<file path="config.mk">
export PLATFORM = sky130hd
export DESIGN_NAME = scoreboard_scan_flat
export DESIGN_NICKNAME = d
export VERILOG_FILES = /design/src/rtl/scoreboard_scan_if.sv /design/src/rtl/scoreboard_scan.sv /design/src/flat_wrapper.sv
export SDC_FILE = /design/constraint.sdc
export NUM_CORES = 1
export LEC_CHECK = 0
export ABC_CLOCK_PERIOD_IN_PS = 3900
export CELL_PAD_IN_SITES_DETAIL_PLACEMENT = 1
export CELL_PAD_IN_SITES_GLOBAL_PLACEMENT = 1
export CORE_ASPECT_RATIO = 1.1
export CORE_MARGIN = 2
export CORE_UTILIZATION = 45
export DETAILED_ROUTE_END_ITERATION = 7
export PLACE_DENSITY_LB_ADDON = 0.1
export SYNTH_ARGS = -nofsm -noshare
export SYNTH_HDL_FRONTEND = slang
export SYNTH_SLANG_ARGS = --single-unit
export TNS_END_PERCENT = 20
</file>
<file path="constraint.sdc">
create_clock -name clk -period 3.9 [get_ports clk]
set_clock_uncertainty 0.05 [all_clocks]
set_input_delay 0.585 -clock clk [delete_from_list [all_inputs] [get_ports clk]]
set_output_delay 0.585 -clock clk [all_outputs]
set_load 0.01 [all_outputs]
</file>
<file path="src/rtl/scoreboard_scan_if.sv">
// Bus bundle between the score-RAM scanner and its environment: RAM read port,
// scan control handshake and the three leaderboard slots.
interface scoreboard_scan_if;
    logic        start;
    logic [15:0] ram_data;
    logic [15:0] address;
    logic        wren;
    logic        scan_active;
    logic        busy;
    logic        done;
    logic [31:0] rank1;
    logic [31:0] rank2;
    logic [31:0] rank3;

    // The scanner masters the RAM address bus and publishes the results.
    modport master (
        input  start, ram_data,
        output address, wren, scan_active, busy, done, rank1, rank2, rank3
    );

    modport slave (
        output start, ram_data,
        input  address, wren, scan_active, busy, done, rank1, rank2, rank3
    );
endinterface

</file>
<file path="src/rtl/scoreboard_scan.sv">
// Walks the score RAM once per start pulse and keeps a registered top-3
// leaderboard of {user_id, score}; zero scores are treated as empty entries.
module scoreboard_scan #(
    parameter int N_ENTRIES = 16
) (
    input  logic              clk,
    input  logic              rst,
    scoreboard_scan_if.master bus
);
    typedef enum logic [1:0] {IDLE, SCAN, DRAIN, FINISH} state_t;

    typedef struct packed {
        logic [15:0] user_id;
        logic [15:0] score;
    } entry_t;

    localparam logic [15:0] LAST_ADDR = 16'(N_ENTRIES - 1);

    state_t      state;
    logic [15:0] address;
    logic        scan_active;
    logic        busy;
    logic        done;
    logic        rd_valid;   // ram_data this cycle answers the address of the previous cycle
    logic [15:0] cand_id;    // address that produced the current ram_data
    entry_t      r1, r2, r3;
    entry_t      r1_nx, r2_nx, r3_nx;
    entry_t      cand;

    // Insertion into the first slot whose score is strictly smaller; equal
    // scores never displace, so the earlier user id keeps the better rank.
    always_comb begin
        // NOTE: every always_comb output gets a default first so no path leaves it unassigned (no latch).
        cand  = '{user_id: cand_id, score: bus.ram_data};
        r1_nx = r1;
        r2_nx = r2;
        r3_nx = r3;
        if (rd_valid && cand.score != 16'd0) begin
            if (r1.score < cand.score) begin
                r3_nx = r2;
                r2_nx = r1;
                r1_nx = cand;
            end else if (r2.score < cand.score) begin
                r3_nx = r2;
                r2_nx = cand;
            end else if (r3.score < cand.score) begin
                r3_nx = cand;
            end
        end
    end

    always_ff @(posedge clk or negedge rst) begin
        // NOTE: state registers use non-blocking assignments so every flop samples pre-edge values.
        if (!rst) begin
            state       <= IDLE;
            address     <= '0;
            scan_active <= 1'b0;
            busy        <= 1'b0;
            done        <= 1'b0;
            rd_valid    <= 1'b0;
            cand_id     <= '0;
            r1          <= '0;
            r2          <= '0;
            r3          <= '0;
        end else begin
            done <= 1'b0;
            case (state)
                IDLE: begin
                    if (bus.start) begin
                        state       <= SCAN;
                        address     <= '0;
                        busy        <= 1'b1;
                        scan_active <= 1'b1;
                        r1          <= '0;
                        r2          <= '0;
                        r3          <= '0;
                    end
                end
                SCAN: begin
                    rd_valid <= 1'b1;
                    cand_id  <= address;
                    r1       <= r1_nx;
                    r2       <= r2_nx;
                    r3       <= r3_nx;
                    if (address == LAST_ADDR) begin
                        state <= DRAIN;
                    end else begin
                        address <= address + 16'd1;
                    end
                end
                DRAIN: begin
                    // Last word is ranked here; results are final from the next cycle.
                    rd_valid    <= 1'b0;
                    r1          <= r1_nx;
                    r2          <= r2_nx;
                    r3          <= r3_nx;
                    address     <= '0;
                    busy        <= 1'b0;
                    scan_active <= 1'b0;
                    done        <= 1'b1;
                    state       <= FINISH;
                end
                FINISH: begin
                    state <= IDLE;
                end
                default: begin
                    state <= IDLE;
                end
            endcase
        end
    end

    assign bus.address     = address;
    assign bus.wren        = 1'b0;
    assign bus.scan_active = scan_active;
    assign bus.busy        = busy;
    assign bus.done        = done;
    assign bus.rank1       = r1;
    assign bus.rank2       = r2;
    assign bus.rank3       = r3;
endmodule

</file>
<file path="src/flat_wrapper.sv">
// flat-port wrapper written by rule: the top's interface ports become plain ports
module scoreboard_scan_flat 
#(
    parameter int N_ENTRIES = 16
)
  (clk, rst, bus_start, bus_ram_data, bus_address, bus_wren, bus_scan_active, bus_busy, bus_done, bus_rank1, bus_rank2, bus_rank3);
  scoreboard_scan_if bus_i ();
  input  logic clk;
  input  logic rst;
  input wire logic [$bits(bus_i.start)-1:0] bus_start;
  input wire logic [$bits(bus_i.ram_data)-1:0] bus_ram_data;
  output wire logic [$bits(bus_i.address)-1:0] bus_address;
  output wire logic [$bits(bus_i.wren)-1:0] bus_wren;
  output wire logic [$bits(bus_i.scan_active)-1:0] bus_scan_active;
  output wire logic [$bits(bus_i.busy)-1:0] bus_busy;
  output wire logic [$bits(bus_i.done)-1:0] bus_done;
  output wire logic [$bits(bus_i.rank1)-1:0] bus_rank1;
  output wire logic [$bits(bus_i.rank2)-1:0] bus_rank2;
  output wire logic [$bits(bus_i.rank3)-1:0] bus_rank3;
  assign bus_i.start = bus_start;
  assign bus_i.ram_data = bus_ram_data;
  assign bus_address = bus_i.address;
  assign bus_wren = bus_i.wren;
  assign bus_scan_active = bus_i.scan_active;
  assign bus_busy = bus_i.busy;
  assign bus_done = bus_i.done;
  assign bus_rank1 = bus_i.rank1;
  assign bus_rank2 = bus_i.rank2;
  assign bus_rank3 = bus_i.rank3;
  scoreboard_scan #(.N_ENTRIES(N_ENTRIES)) u_core (.clk(clk), .rst(rst), .bus(bus_i));
endmodule
</file>
## Word-level counts from Yosys, hierarchy flattened

Cells that the tools add are included.

| cells by class | value |
|---|---|
| add/subtract/negate cells | 1 |
| muxes and demuxes | 23 |
| magnitude comparators | 3 |
| reduce and logical (&&, ||, !) cells | 14 |
| eq/ne operators | 11 |

Operator list:

| cell | count |
|---|---|
| $mux W32 | 10 |
| $pmux W32 S2 | 3 |
| $lt A16 B16 Y1 | 3 |
| $pmux W16 S3 | 1 |
| $mux W16 | 2 |
| $add A16 B1 Y16 const B | 1 |
| $eq A16 B4 Y1 const B | 1 |
| $reduce_bool A16 Y1 | 1 |
| $reduce_and A4 Y1 | 3 |
| $pmux W2 S4 | 1 |
| $ne A2 B1 Y1 const B | 3 |
| $reduce_bool A2 Y1 | 3 |
| $eq A2 B2 Y1 const B | 2 |
| $mux W2 | 2 |
| $ne A2 B2 Y1 const B | 2 |
| $ne A4 B1 Y1 const B | 1 |
| $pmux W1 S2 | 2 |
| $reduce_and A2 Y1 | 2 |
| $ne A3 B1 Y1 const B | 1 |
| $reduce_and A3 Y1 | 1 |
| $reduce_bool A3 Y1 | 1 |
| $eq A2 B1 Y1 const B | 1 |
| $logic_not A2 Y1 | 1 |
| $mux W1 | 2 |
| other kinds (2) | 2 |

| word-level totals | value |
|---|---|
| output and inout bits | 116 |
| register bits | 133 |
| input bits | 19 |

## Longest topological paths before layout

| logic depth | value |
|---|---|
| depth in word-level cells | 6 |
| depth in mapped cells | 11 |
| mapped depth without buffers | 8 |

## Worst setup path after synthesis

No wires, ideal clock.

| timing | value |
|---|---|
| kind | input port to flip-flop |
| start | in bus_ram_data[5] |
| end | reg u_core.r2, in the netlist u_core.bus.rank2[0] |
| slack | 1.196 ns |
| library setup time | 0.132 ns |
| path buffers | 2 |
| data required time | 3.718 ns |
| arrival | 2.522 ns |
| stages on the path | 10 |
| cells stage by stage | inv_1 ha_1 a21o_1 a221oi_1 o21ai_1 a311o_1 buf_2 a31o_2 buf_2 o2bb2ai_1 |

| on the way | value |
|---|---|
| longest elaborated chain between the ends | 4 |
| elaborated cells on any way between the ends | 10 |

RTL lines:

| item | RTL line | text |
|---|---|---|
| start, declared | flat_wrapper.sv:11 | `input wire logic [$bits(bus_i.ram_data)-1:0] bus_ram_data;` |
| $lt A16 B16 Y1 / $reduce_bool A16 Y1 (equally long branches) | scoreboard_scan.sv:39, scoreboard_scan.sv:38 |  |
| $mux W32 / $logic_and A1 B1 Y1 (equally long branches) | scoreboard_scan.sv:39, scoreboard_scan.sv:38 |  |
| $mux W32 / $ne A2 B1 Y1 (equally long branches) | - |  |
| $pmux W32 S2 / $reduce_and A4 Y1 (equally long branches) | - |  |
| end signal, assigned | scoreboard_scan.sv:83 | `r2 <= r2_nx;` |
| end signal, assigned | scoreboard_scan.sv:95 | `r2 <= r2_nx;` |
| end, declared | scoreboard_scan.sv:26 | `entry_t r1, r2, r3;` |

Several ways; a longest one is shown, not always the timed one. The select of a mux whose other input is x is not followed.
A chain may end at the register's enable or synchronous reset.

## Final worst setup path

| timing | value |
|---|---|
| start | in bus_ram_data[5] |
| end | reg u_core.r1, in the netlist u_core.bus.rank1[24] |

| on the way | value |
|---|---|
| longest elaborated chain between the ends | 4 |
| elaborated cells on any way between the ends | 6 |

RTL lines:

| item | RTL line | text |
|---|---|---|
| branches (longest 3 deep; another with $lt A16 B16 Y1) | - |  |
| $reduce_and A4 Y1 (no source line) (*) | - |  |
| end signal, assigned | scoreboard_scan.sv:82 | `r1 <= r1_nx;` |
| end signal, assigned | scoreboard_scan.sv:94 | `r1 <= r1_nx;` |
| end, declared | scoreboard_scan.sv:26 |  |

Every way passes the cells marked *.

==> qor.tcl <==
set qor(multi_input_area_sq_mm) 0.00345
set qor(finalWorstSetupSlack_ns) 0.572
set qor(layout.core_utilization) 0.603
set qor(maxSlewViolCount) 0
set qor(numClockSinks) 133
set qor(clock_tree.buffer_depth) 2
set qor(reg2reg_setup_slack_ns) 0.97
set qor(worst-slew-pin-transition_ns) 0.929
set qor(port_buffer_cells) 133
set qor(grt_first_pass_wirelength_microns) 37400
set qor(p_total_mw) 6.89
set qor(syn_to_final_growth_pct) 32.0
set qor(wl_per_instance_microns) 23.7
set qor(fp.dieArea_sq_mm) 0.0169
set qor(dpl.hpwl_microns) 16100
set qor(clkLatencyLatePin_ns) 0.42
set qor(gp_congestion) 0.903
set qor(sequential_share_of_the_synthesized_area) 0.466
set qor(primary_flip_flop_cell_chosen_by_synthesis_mapping) {dfrtp_1}
set qor(ctsRootBufferMaster) {clkbuf_16}
set qor(cts.repair.resized) 0
set qor(totalNegativeSetupSlack_ns) 0
set qor(worst_setup_path_end_kind) {register}
set qor(syn-mean-instance-area_sq_um) 11.1
set qor(tritoncts) {yes}
set qor(synth-async-reset-ratio) 1.00
set qor(r2r-start) {u_core.bus.rank1[5]}
set qor(placed_cell_area_sq_mm) 0.00881
set qor(placed_cells_incl_taps) 964
set qor(grt_start_max_net_pins) 68
set qor(fin_cells) 996
set qor(synth_enable_flop_cells) 0
set qor(maxClockFrequency_ghz) 0.300
set qor(first_global_vias) 6698
set qor(crit_path_max_fanout) 16
set qor(hold-worst-slack_ns) 0.0557
set qor(cts.clk_slew.worst_paths_ns) 0.06
set qor(grt_use_total) 0.294
set qor(drt-pass1-iter-count) 4
set qor(die_height_microns) 136
set qor(detailroute.via_count) 6066
set qor(power.static_leakage_nw) 4.23
set qor(start_util) 0.457
set qor(vdd_drop_max_uv) 619
set qor(h_tree_level_count) 4
set qor(arrival_worst_endpoint_ns) 3.58
set qor(diodes) 0
set qor(worst_r2r_endpoint) {u_core.bus.rank1[24]}
set qor(layout_commonest_cell) {dfrtp_1}
set qor(count_of_standard_cell_rows) 48
set qor(synthCells) 643
set qor(worstSetupStartpointType) {primary input}
set qor(route.final.wire_length_microns) 23600
set qor(power.density_cell_area_mw_per_mm2) 732
set qor(fp.dieW_microns) 124
set qor(core_area_sq_mm) 0.0156
set qor(synth_cell_type_count) 49
set qor(holdCritPathClass) {primary input to async pin}
set qor(finish.net_count) 852
set qor(globalRouteOverflowTotal) 0
set qor(ys.warnings.count) 0
set qor(path_class) {primary input to register}
set qor(final-setup-viol-count) 0
set qor(slew-limit-headroom) 0.381
set qor(mappedNetlistArea_sq_mm) 0.00714
set qor(initialDrtViolationCount) 389
set qor(fraction_of_final_layout_cells_with_drive_strength_greater_than_1) 0.131
set qor(fin_crit_sh) 0.853
set qor(stdcell_area_sq_mm) 0.00942
set qor(layout.cells.most_common_list) {133 x dfrtp_1, 132 x clkdlybuf4s50_1, 52 x inv_1}
set qor(fin_crit_ns) 3.33
set qor(cts_inserted_buffers) 17
set qor(worst_r2r_path_depth) 9
set qor(cts_hold_buf) 0
set qor(antenna_violating_nets_post_route) 0
set qor(outcome) {finished clean}
set qor(num_io_pins) 135
set qor(place_ws_ns) 0.206
set qor(worst_ep_required_time_ns) 4.15
set qor(post_drt_via_cell_ratio) 6.09
set qor(post_cts_buffers) 0
set qor(n_fill_cell) 1646
set qor(synth_seq_cells) 133
set qor(drcViolationCount) 0
set qor(setup_repair_after_global_routing_missed_its_margin) {no}
set qor(drv.max_cap_violation_count) 0
set qor(synth_nets) 712
set qor(timing.final.hold_violations) 0
set qor(layout.area.seq_sq_mm) 0.00333
set qor(antenna_found_initial) 0
[cells in the mapped netlist, drive strengths merged, types with 12 or more instances]
master	instances	area (sq um)
ha	50	626
nand4	41	257
buf	24	133
clkbuf	19	71.3
o2bb2ai	32	280
inv	52	195
o221ai	33	414
o21ai	14	70.1
dfrtp	133	3330
nand2	44	165
a22o	32	280
mux2	16	180
nor2	24	92.6
xnor2	12	105
mux2i	34	340
[state kept, by name, summed over array words and instances (netlist names)]
register and count:
u_core.bus.rank3 32, u_core.bus.done 1, u_core.bus.rank2 32, u_core.bus.scan_active 1, u_core.bus.address 16, u_core.rd_valid 1, u_core.bus.rank1 32, u_core.state 2
u_core.cand_id 16
[kinds of logic after synthesis]
family,share of synthesized area
AO/OA/AOI/OAI,0.190
XOR/XNOR,0.0160
adder cells (fa/ha/maj),0.0877
buffers and inverters,0.0559
flip-flops,0.466
multiplexers,0.0729
other,0.000526
AND/OR/NAND/NOR,0.111
[cell type report]
cell class                      count  share of cell area
Timing Repair Buffer              164               0.168
Sequential cell                   133               0.353
Clock buffer                       26              0.0551
Inverter                           52              0.0207
Multi-Input combinational cell    415               0.366
Tap cell                          200              0.0266
Clock inverter                      6             0.00957
[critical path, cell delays in order]
cell and delay (ns):
clkdlybuf4s50_1 0.56, inv_1 0.12, ha_1 0.32, a21o_1 0.18
a221oi_1 0.31, o21ai_1 0.22, a311o_1 0.44, buf_4 0.21
a21o_1 0.20, buf_4 0.21, a22o_1 0.22
[worst max path at each step]
stage | startpoint | endpoint | slack, ns | depth (start not counted)
6_report | bus_ram_data[5] | u_core.bus.rank1[24] | 0.57 | 11
5_1_grt | bus_ram_data[5] | u_core.bus.rank1[24] | 0.45 | 11
4_1_cts | bus_ram_data[5] | u_core.bus.rank1[24] | 0.55 | 11
3_5_place_dp | bus_ram_data[5] | u_core.bus.rank2[15] | 0.21 | 9
3_3_place_gp | bus_ram_data[5] | u_core.bus.rank1[6] | 0.32 | 11
2_1_floorplan | bus_ram_data[5] | u_core.bus.rank2[0] | 1.20 | 10
[per-layer routing]
metal | vias up | global-route usage | wire length (microns)
met4 | 0 | 0.110 | 568
met3 | 42 | 0.0512 | 1030
met2 | 189 | 0.529 | 12800
met1 | 3141 | 0.347 | 9160
li1 | 2694 | - | -
met5 | - | 0 | 0
[report_power, final]
part | total (mW) | internal (mW) | switching [mW]
Combinational | 3.37 | 1.27 | 2.10
Clock | 1.65 | 1.05 | 0.602
Sequential | 1.87 | 1.61 | 0.259
No activity file was read; power rests on OpenSTA's default activity.
